## src/rtl/io_reset_conditioner.sv

```systemverilog
// Board-level input conditioning: synchronizes and debounces the switches and
// reset button, and sequences the CPU reset/enable from the PLL lock signal.
module io_reset_conditioner #(
    parameter logic [15:0] DEBOUNCE_CYCLES   = 16'd50000,
    parameter logic [15:0] RESET_HOLD_CYCLES = 16'd1024
) (
    input  logic       clk,
    input  logic       rst,
    input  logic [7:0] sw_raw,
    input  logic       btn_raw,
    input  logic       pll_locked,
    output logic [7:0] ui_in,
    output logic       cpu_rst_n,
    output logic       ena,
    output logic [1:0] state
);

    localparam int unsigned NUM_DB    = 9;
    localparam int unsigned SYNC_W    = NUM_DB + 1;
    localparam logic [15:0] DB_LAST   = DEBOUNCE_CYCLES - 16'd1;
    localparam logic [15:0] HOLD_LAST = RESET_HOLD_CYCLES - 16'd1;

    typedef enum logic [1:0] {
        WAIT_LOCK = 2'b00,
        HOLD      = 2'b01,
        RUN       = 2'b10
    } fsm_t;

    logic [SYNC_W-1:0] sync_q1;
    logic [SYNC_W-1:0] sync_q2;
    logic              lock_s;
    logic [NUM_DB-1:0] db_in;
    logic [NUM_DB-1:0] db_stable;
    logic              btn_db;

    fsm_t        state_q;
    fsm_t        state_d;
    logic [15:0] hold_q;
    logic [15:0] hold_d;

    // Two-flop synchronizer for every asynchronous board input (lock, button, switches)
    always_ff @(posedge clk) begin
        if (rst) begin
            sync_q1 <= '0;
            sync_q2 <= '0;
        end else begin
            sync_q1 <= {pll_locked, btn_raw, sw_raw};
            sync_q2 <= sync_q1;
        end
    end

    assign lock_s = sync_q2[SYNC_W-1];
    assign db_in  = sync_q2[NUM_DB-1:0];

    // One independent debouncer per synchronized switch/button bit
    for (genvar i = 0; i < NUM_DB; i++) begin : g_db
        logic [15:0] cnt_q;
        logic        stable_q;

        // Count consecutive disagreeing cycles; adopt the new value once the run is long enough
        always_ff @(posedge clk) begin
            if (rst) begin
                cnt_q    <= '0;
                stable_q <= 1'b0;
            end else if (db_in[i] == stable_q) begin
                cnt_q <= '0;
            end else if (cnt_q == DB_LAST) begin
                stable_q <= db_in[i];
                cnt_q    <= '0;
            end else begin
                cnt_q <= cnt_q + 16'd1;
            end
        end

        assign db_stable[i] = stable_q;
    end

    assign ui_in  = db_stable[7:0];
    assign btn_db = db_stable[8];

    // Reset sequencer next state: lock loss beats button, button beats hold expiry
    always_comb begin
        state_d = state_q;
        hold_d  = hold_q;
        case (state_q)
            WAIT_LOCK: begin
                if (lock_s) begin
                    state_d = HOLD;
                    hold_d  = HOLD_LAST;
                end
            end
            HOLD: begin
                if (!lock_s) begin
                    state_d = WAIT_LOCK;
                    hold_d  = '0;
                end else if (btn_db) begin
                    hold_d = HOLD_LAST;
                end else if (hold_q == '0) begin
                    state_d = RUN;
                end else begin
                    hold_d = hold_q - 16'd1;
                end
            end
            RUN: begin
                if (!lock_s) begin
                    state_d = WAIT_LOCK;
                    hold_d  = '0;
                end else if (btn_db) begin
                    state_d = HOLD;
                    hold_d  = HOLD_LAST;
                end
            end
            default: begin
                state_d = WAIT_LOCK;
                hold_d  = '0;
            end
        endcase
    end

    // Sequencer state plus registered CPU reset/enable decoded from the next state
    always_ff @(posedge clk) begin
        if (rst) begin
            state_q   <= WAIT_LOCK;
            hold_q    <= '0;
            ena       <= 1'b0;
            cpu_rst_n <= 1'b0;
        end else begin
            state_q   <= state_d;
            hold_q    <= hold_d;
            ena       <= (state_d != WAIT_LOCK);
            cpu_rst_n <= (state_d == RUN);
        end
    end

    assign state = state_q;

endmodule

```

## config.mk

```make
export PLATFORM = sky130hd
export DESIGN_NAME = io_reset_conditioner
export DESIGN_NICKNAME = d
export VERILOG_FILES = /design/src/rtl/io_reset_conditioner.sv
export SDC_FILE = /design/constraint.sdc
export NUM_CORES = 1
export LEC_CHECK = 0
export BUFFER_PORTS_ARGS = -buffer_cell sky130_fd_sc_hd__buf_2
export CELL_PAD_IN_SITES_DETAIL_PLACEMENT = 2
export CELL_PAD_IN_SITES_GLOBAL_PLACEMENT = 2
export CORE_UTILIZATION = 35
export CTS_CLUSTER_DIAMETER = 100
export DETAILED_ROUTE_END_ITERATION = 6
export PLACE_DENSITY_LB_ADDON = 0.1
export SLEW_MARGIN = 5
export SYNTH_ARGS = -nofsm -noshare
export SYNTH_HDL_FRONTEND = slang
export SYNTH_SLANG_ARGS = --single-unit
```

## constraint.sdc

```tcl
create_clock -name clk -period 1.9 [get_ports clk]
set_input_delay 0.19 -clock clk [delete_from_list [all_inputs] [get_ports clk]]
set_output_delay 0.19 -clock clk [all_outputs]
set_load 0.1 [all_outputs]
```

==> impl_metrics.xml, run 1 <==
<?xml version="1.0" encoding="UTF-8"?>
<metrics>
  <group name="layout">
    <metric name="antenna-diode-count" unit="">0</metric>
    <metric name="layout.cell_area.non_filler" unit="mm²">0.009804</metric>
    <metric name="final_core_utilization" unit="%">42.78</metric>
    <metric name="area.growth.synth_to_final" unit="%">18.35</metric>
    <metric name="fin_nets" unit="">1019</metric>
    <metric name="post_route_cells_drive_above_1_share" unit="%">13.69</metric>
  </group>
  <group name="sta">
    <metric name="final.setup_skew" unit="ps">8.007</metric>
    <metric name="rsz0062_at_grt" unit="">true</metric>
    <metric name="post-route-period-util" unit="%">99.60</metric>
    <metric name="timing.max_slew.rel_slack" unit="%">66.17</metric>
    <metric name="finalSetupViolations" unit="">0</metric>
    <metric name="timing_hold_violations_final" unit="">0</metric>
    <metric name="max_slew.worst_pin.slew" unit="ps">507.4</metric>
    <metric name="timing_max_transition_violations_final" unit="">0</metric>
    <metric name="post-route-min-period" unit="ps">1892</metric>
    <metric name="max_freq" unit="MHz">528.4</metric>
  </group>
  <group name="synth">
    <metric name="synthesis.area" unit="mm²">0.008284</metric>
    <metric name="synth_fp_nets" unit="">960</metric>
    <metric name="synth_seq_cells" unit="">193</metric>
    <metric name="synth_cell_type_count" unit="">58</metric>
    <metric name="post_synth_inst_count" unit="">938</metric>
    <metric name="synth.yosys.seq_area_share" unit="%">46.64</metric>
    <metric name="post-synth-top-area-cell" unit="">dfxtp_1</metric>
    <metric name="netlist.area_leader.share" unit="%">46.64</metric>
    <metric name="dominantRegCellSynth" unit="">dfxtp_1</metric>
    <metric name="synth_area_leaders" unit="">dfxtp_1 47%, nor2_1 8.7%, xor2_1 7.6%</metric>
    <metric name="synth-warning-count" unit="">0</metric>
    <metric name="async_reset_ff_share" unit="%">0</metric>
    <metric name="synthesis.area_per_instance" unit="µm²">8.832</metric>
    <metric name="synth_enable_flop_cells" unit="">0</metric>
  </group>
  <group name="power_and_ir_drop">
    <metric name="worst_ir_drop_vdd" unit="mV">0.4591</metric>
    <metric name="total_leakage_power" unit="µW">0.003319</metric>
    <metric name="cellPowerDensity" unit="mW/mm²">819.3</metric>
  </group>
  <group name="worst_setup_path">
    <metric name="crit_chain" unit="">or4_4 &gt; nor3_4 &gt; a31oi_4 &gt; buf_6 &gt; a211o_1 &gt; o21ai_2</metric>
    <metric name="setup.reg_to_reg.worst_slack" unit="ps">8</metric>
    <metric name="crit_type" unit="">flop to flop</metric>
    <metric name="crit_end" unit="">hold_q[14]$_SDFFE_PP0P_</metric>
    <metric name="critical_path.max_fanout" unit="">5</metric>
    <metric name="slowest_stage" unit="">or4_4</metric>
    <metric name="crit_path_max_incr_delay" unit="ps">560</metric>
    <metric name="ff2ff_path_depth" unit="">6</metric>
    <metric name="worstPathArrival" unit="ps">2250</metric>
    <metric name="worstPathRequired" unit="ps">2260</metric>
    <metric name="crit_path_start_kind" unit="">flop</metric>
    <metric name="crit-reg2reg-launch" unit="">hold_q[5]$_SDFFE_PP0P_</metric>
    <metric name="worst_setup_path_startpoint" unit="">hold_q[5]$_SDFFE_PP0P_</metric>
    <metric name="worstReg2RegEnd" unit="">hold_q[14]$_SDFFE_PP0P_</metric>
    <metric name="worstSetupEndpointType" unit="">flop</metric>
  </group>
  <group name="clocking">
    <metric name="cts.htree.levels" unit="">4</metric>
    <metric name="cts-buffers-inserted" unit="">17</metric>
    <metric name="tritoncts" unit="">built</metric>
    <metric name="clock-sinks" unit="">193</metric>
    <metric name="ctsRootBufferMaster" unit="">clkbuf_16</metric>
    <metric name="clock_tree.buffer_depth" unit="">2</metric>
    <metric name="clkLatencyLatePin" unit="ps">430</metric>
    <metric name="clk_transition_reported_paths" unit="ps">70</metric>
  </group>
  <group name="flow_run">
    <metric name="cap_viol_max_count" unit="">0</metric>
  </group>
  <group name="global_routing">
    <metric name="overflow" unit="">0</metric>
    <metric name="first_pass_grt_wire_length" unit="µm">36180</metric>
    <metric name="grt_max_degree" unit="">26</metric>
    <metric name="grt_pass1_vias" unit="">7435</metric>
    <metric name="initial_antenna_violation_count" unit="">0</metric>
    <metric name="grtUsageTotal" unit="%">18.52</metric>
  </group>
  <group name="floorplanning">
    <metric name="rows" unit="">55</metric>
    <metric name="core_area" unit="mm²">0.02292</metric>
    <metric name="chipWidth" unit="µm">155.8</metric>
    <metric name="y_dimension_of_the_die" unit="µm">155.8</metric>
    <metric name="floorplan.initialDensity" unit="%">36.15</metric>
    <metric name="pin_count" unit="">24</metric>
    <metric name="die-area" unit="mm²">0.02429</metric>
  </group>
  <group name="place">
    <metric name="dp_hpwl" unit="µm">14940</metric>
    <metric name="globalplace.congestion" unit="">0.7626</metric>
    <metric name="placedInstanceArea" unit="mm²">0.008989</metric>
    <metric name="io_buffer_count" unit="">23</metric>
  </group>
  <group name="detailed_routing">
    <metric name="firstDrtPassIters" unit="">4</metric>
    <metric name="detailroute.via_count" unit="">6577</metric>
    <metric name="route.detailed.drc" unit="">0</metric>
    <metric name="vias_per_cell" unit="">4.979</metric>
    <metric name="detailedRoute.firstIterationViolations" unit="">175</metric>
    <metric name="detail_route.wl_per_cell" unit="µm">15.80</metric>
    <metric name="postRouteWirelength" unit="µm">20870</metric>
    <metric name="postRouteAntennaNets" unit="">0</metric>
  </group>
  <group name="run_status">
    <metric name="result_of_the_run" unit="">completed</metric>
  </group>
  <group name="min_path">
    <metric name="min_path_type" unit="">primary input to flop</metric>
    <metric name="whs_path_depth" unit="">2</metric>
  </group>
</metrics>
==> final cells by class <==
type,count,area [µm²]
clock inverters,11,106.4
repair buffers,80,654.4
well taps,313,391.6
inverters,25,98.84
clock buffers,19,452.9
flip-flops and latches,193,3884
multi-input cells,680,4217
fillers,2542,13110
==> critical path: cells and delay by family, from the launching register on <==
family                 cells  cell delay, ps
AO/OA/AOI/OAI              3             480
buffers and inverters      1             160
flip-flops                 1             370
AND/OR/NAND/NOR            2             820
==> where the power goes <==
group | internal [µW] | switching, µW | leakage (µW) | total (µW)
clock | 1880 | 1600 | 0.000269 | 3480
combinational | 198 | 224 | 0.00149 | 422
sequential | 4080 | 49.5 | 0.00156 | 4130
==> stage by stage <==
| step | hold slack (ps) | total power (µW) | instances | TNS [ps] | worst slack (ps) |
|---|---|---|---|---|---|
| after floorplan | 318.2 | 4448 | 938 | 0 | 4.679 |
| after global placement | 400.9 | 4572 | 1277 | 0 | 75.11 |
| after detailed placement | 412.3 | 4595 | 1277 | -340.2 | -85.77 |
| after CTS | 12.38 | 8121 | 1316 | -2.465 | -2.349 |
| after global routing | 26.19 | 8374 | 1321 | -798.4 | -71.37 |
| final | 17.55 | 8033 | 1321 | 0 | 7.646 |
==> cell usage in the layout, fill, tap and decap left out, types with 17 or more instances in the layout <==
master     instances
nand4_1           26
inv_1             23
nand3_1           45
xor2_1            72
nand2_1           64
a21oi_1           18
nor2b_1           20
clkbuf_16         17
buf_4             41
xnor2_1           60
dfxtp_1          187
buf_2             23
nor2_1           191
nor3_1            29
==> metal layers <==
layer / wire length (µm) / track usage, % / share of wire (%)
met5: 0 / 0 / 0
met4: 210 / 5.322 / 1.0
met3: 326 / 3.333 / 1.6
met2: 10930 / 34.31 / 52
met1: 9404 / 21.57 / 45
==> worst min-delay path by stage <==
| stage | start | endpoint | slack, ps |
|---|---|---|---|
| after global routing | sw_raw[5] | sync_q1[5]$_SDFF_PP0_ | 30 |
| final | sw_raw[5] | sync_q1[5]$_SDFF_PP0_ | 20 |
| after global placement | sw_raw[1] | sync_q1[1]$_SDFF_PP0_ | 400 |
| after CTS | sw_raw[5] | sync_q1[5]$_SDFF_PP0_ | 10 |
| after detailed placement | sw_raw[2] | sync_q1[2]$_SDFF_PP0_ | 410 |
| after floorplan | sw_raw[0] | sync_q1[0]$_SDFF_PP0_ | 320 |
==> state kept, by name (all words and copies together), names as in the netlist <==
signal         count
state              2
ena                1
g_db.cnt_q       144
sync_q2           10
g_db.stable_q      8
cpu_rst_n          1
btn_db             1
sync_q1           10
hold_q            16
==> logic make-up (layout without fill, tap and decap cells) <==
kind of cell / Yosys count / count (layout) / share of synthesized area, %
and+or+nand+nor: 466 / 466 / 27.73
muxes: 9 / 9 / 1.087
AOI/OAI and AO/OA: 62 / 62 / 4.863
DFF: 193 / 193 / 46.64
buffers and inverters: 65 / 135 / 4.093
adders and majority gates: 11 / 11 / 1.631
xor gates and xnor gates: 132 / 132 / 13.96
==> synth_stat cells, types with 12 or more instances <==
library cell  number
a21oi_1           18
and3_1            12
buf_2             13
buf_4             13
dfxtp_1          193
inv_1             25
nand2_1           64
nand3_1           47
nand4_1           26
nor2_1           191
nor2b_1           20
nor3_1            33
o21ai_0           12
or3_1             14
xnor2_1           60
xor2_1            72
==> timing repair <==
action,CTS,global route
gates cloned,0,1
gates resized for setup,1,28
buffers inserted,1,4
endpoints found under the hold margin,8,0
endpoints found under the setup margin,10,80
pin swaps,1,8
hold buffers,8,0
(Power assumes the default switching activity.)
==> run 2, diff against run 1 <==
- PLACE_DENSITY: unset -> 0.83
- PLACE_DENSITY_LB_ADDON: 0.1 -> unset
==> run 2 against run 1 <==
Against the previous run: clock-buffer cell count unchanged; setup slack got worse by 46 ps; worst hold slack improved by 10 ps; the run now ends with negative setup slack left; sequential cell count unchanged; design area up 0.86%.
==> impl_metrics.xml, run 2 (synthesized netlist as in run 1, its figures left out) <==
<?xml version="1.0" encoding="UTF-8"?>
<metrics>
  <group name="run_status">
    <metric name="result_of_the_run" unit="">finished, violations left</metric>
    <metric name="failing_checks" unit="">negative setup slack</metric>
  </group>
  <group name="detailed_routing">
    <metric name="detailedRoute.firstIterationViolations" unit="">236</metric>
    <metric name="postRouteAntennaNets" unit="">0</metric>
    <metric name="detail_route.wl_per_cell" unit="µm">16.62</metric>
    <metric name="postRouteWirelength" unit="µm">22160</metric>
    <metric name="firstDrtPassIters" unit="">4</metric>
    <metric name="route.detailed.drc" unit="">0</metric>
    <metric name="vias_per_cell" unit="">5.004</metric>
    <metric name="detailroute.via_count" unit="">6670</metric>
  </group>
  <group name="sta">
    <metric name="final.setup_skew" unit="ps">12.36</metric>
    <metric name="post-route-min-period" unit="ps">1938</metric>
    <metric name="max_freq" unit="MHz">516.0</metric>
    <metric name="finalSetupViolations" unit="">1</metric>
    <metric name="post-route-period-util" unit="%">102.0</metric>
    <metric name="timing_max_transition_violations_final" unit="">0</metric>
    <metric name="timing.max_slew.rel_slack" unit="%">62.58</metric>
    <metric name="timing_hold_violations_final" unit="">0</metric>
    <metric name="max_slew.worst_pin.slew" unit="ps">561.3</metric>
    <metric name="finalWorstSetupSlack" unit="ps">-37.89</metric>
    <metric name="rsz0062_at_grt" unit="">true</metric>
  </group>
  <group name="worst_setup_path">
    <metric name="ff2ff_path_depth" unit="">5</metric>
    <metric name="worstPathArrival" unit="ps">2290</metric>
    <metric name="worstReg2RegEnd" unit="">hold_q[11]$_SDFFE_PP0P_</metric>
    <metric name="crit_path_max_incr_delay" unit="ps">570</metric>
    <metric name="slowest_stage" unit="">or4_4</metric>
    <metric name="critical_path.max_fanout" unit="">6</metric>
    <metric name="worst_setup_path_startpoint" unit="">hold_q[5]$_SDFFE_PP0P_</metric>
    <metric name="worstSetupEndpointType" unit="">flop</metric>
    <metric name="crit_path_start_kind" unit="">flop</metric>
    <metric name="setup.reg_to_reg.worst_slack" unit="ps">-40</metric>
    <metric name="worstPathRequired" unit="ps">2260</metric>
    <metric name="crit_chain" unit="">or4_4 &gt; nor3_4 &gt; a31oi_4 &gt; or2_4 &gt; a31oi_2</metric>
    <metric name="crit_type" unit="">flop to flop</metric>
    <metric name="crit-reg2reg-launch" unit="">hold_q[5]$_SDFFE_PP0P_</metric>
    <metric name="crit_end" unit="">hold_q[11]$_SDFFE_PP0P_</metric>
  </group>
  <group name="layout">
    <metric name="fin_nets" unit="">1029</metric>
    <metric name="top_regs" unit="">g_db.cnt_q x144, hold_q x16</metric>
    <metric name="final_core_utilization" unit="%">43.15</metric>
    <metric name="layout_common_cells" unit="">190 x nor2_1, 187 x dfxtp_1, 72 x xor2_1</metric>
    <metric name="post_route_cells_drive_above_1_share" unit="%">15.00</metric>
    <metric name="register_ranked_first_by_flip_flop_count" unit="">g_db.cnt_q</metric>
    <metric name="number_of_filler_cells_placed_in_the_layout" unit="">2492</metric>
    <metric name="antenna-diode-count" unit="">0</metric>
    <metric name="flip_flop_count_of_the_largest_register_after_layout" unit="">144</metric>
    <metric name="area.growth.synth_to_final" unit="%">19.36</metric>
    <metric name="final_cell_count_no_fill" unit="">1333</metric>
    <metric name="final_common_cell" unit="">nor2_1</metric>
  </group>
  <group name="floorplanning">
    <metric name="rows" unit="">55</metric>
    <metric name="chipWidth" unit="µm">155.8</metric>
    <metric name="core_area" unit="mm²">0.02292</metric>
    <metric name="floorplan.initialDensity" unit="%">36.15</metric>
    <metric name="y_dimension_of_the_die" unit="µm">155.8</metric>
    <metric name="pin_count" unit="">24</metric>
    <metric name="die-area" unit="mm²">0.02429</metric>
  </group>
  <group name="power_and_ir_drop">
    <metric name="worst_ir_drop_vdd" unit="mV">0.4697</metric>
    <metric name="total_leakage_power" unit="µW">0.003355</metric>
    <metric name="power.total" unit="µW">8039</metric>
    <metric name="cellPowerDensity" unit="mW/mm²">813.0</metric>
  </group>
  <group name="global_routing">
    <metric name="grt_pass1_vias" unit="">7533</metric>
    <metric name="grt_max_degree" unit="">47</metric>
    <metric name="overflow" unit="">0</metric>
    <metric name="first_pass_grt_wire_length" unit="µm">37680</metric>
    <metric name="grtUsageTotal" unit="%">19.34</metric>
    <metric name="initial_antenna_violation_count" unit="">0</metric>
  </group>
  <group name="clocking">
    <metric name="tritoncts" unit="">built</metric>
    <metric name="clock-sinks" unit="">193</metric>
    <metric name="ctsRootBufferMaster" unit="">clkbuf_16</metric>
    <metric name="cts-buffers-inserted" unit="">17</metric>
    <metric name="cts.htree.levels" unit="">4</metric>
    <metric name="clkLatencyLatePin" unit="ps">440</metric>
    <metric name="clk_transition_reported_paths" unit="ps">70</metric>
    <metric name="clock_tree.buffer_depth" unit="">2</metric>
  </group>
  <group name="min_path">
    <metric name="min_path_type" unit="">primary input to flop</metric>
  </group>
  <group name="place">
    <metric name="place_inst" unit="">1288</metric>
    <metric name="io_buffer_count" unit="">23</metric>
    <metric name="globalplace.congestion" unit="">0.7568</metric>
    <metric name="dp_hpwl" unit="µm">14290</metric>
    <metric name="pre_cts_ws" unit="ps">-222.4</metric>
  </group>
  <group name="flow_run">
    <metric name="cap_viol_max_count" unit="">0</metric>
  </group>
</metrics>
## run 2: cell types whose count changed in the layout (fill, tap and decap cells not counted), sizes merged
cell / change
inv: +3
dlygate4sd3: +1
buf: +9
bufinv: -1
## run 2: metrics by stage
step / setup TNS [ps] / area [µm²] / hold slack (ps)
floorplan: 0 / 8319 / 318.2
global placement: 0 / 9034 / 398.3
detailed placement: -592.4 / 9034 / 409.6
CTS: 0 / 9777 / 13.81
global route: -462.6 / 9888 / 14.56
finish: -37.89 / 9888 / 28.04
## run 2: worst min path at each step
stage                          start  cells past startpoint               endpoint
after detailed placement  pll_locked                      2  sync_q1[9]$_SDFF_PP0_
after CTS                    btn_raw                      2  sync_q1[8]$_SDFF_PP0_
after floorplan            sw_raw[0]                      1  sync_q1[0]$_SDFF_PP0_
after global routing         btn_raw                      2  sync_q1[8]$_SDFF_PP0_
final                        btn_raw                      2  sync_q1[8]$_SDFF_PP0_
after global placement     sw_raw[1]                      2  sync_q1[1]$_SDFF_PP0_
## run 2: cell type report
class / count / area (µm²) / area share (%)
sequential: 193 / 3876 / 39.20
multi-input combinational: 680 / 4270 / 43.19
tap: 313 / 391.6 / 3.961
inverter: 25 / 93.84 / 0.9490
clock buffer: 19 / 442.9 / 4.479
timing repair buffer: 90 / 698.2 / 7.061
clock inverter: 13 / 115.1 / 1.164
## run 2: report_power, final
part | internal (µW) | switching, µW
clock | 1760 | 1700
combinational | 195 | 252
sequential | 4080 | 46.7
total | 6040 | 2000
## run 2: worst max-delay path: cells and delay by family, from the launching register on
kind / cells / cell delay (ps)
and+or+nand+nor: 3 / 1170
DFF: 1 / 350
AOI/OAI and AO/OA: 2 / 350
## run 2: routing by layer
layer  vias up  part of all wire (%)  track usage (%)
li1       3290                     -                -
met1      3305                    45            22.69
met2        56                    53            35.93
met3        19                   1.7            3.333
met4         0                  0.93            5.182
met5         -                     0                0
## run 2: what timing repair did
action	in CTS	in global routing
pin swaps	2	10
hold endpoints to repair	9	0
gates resized for setup	12	21
cloned	0	0
setup buffers	2	2
hold buffers	9	0
setup endpoints to repair	71	104
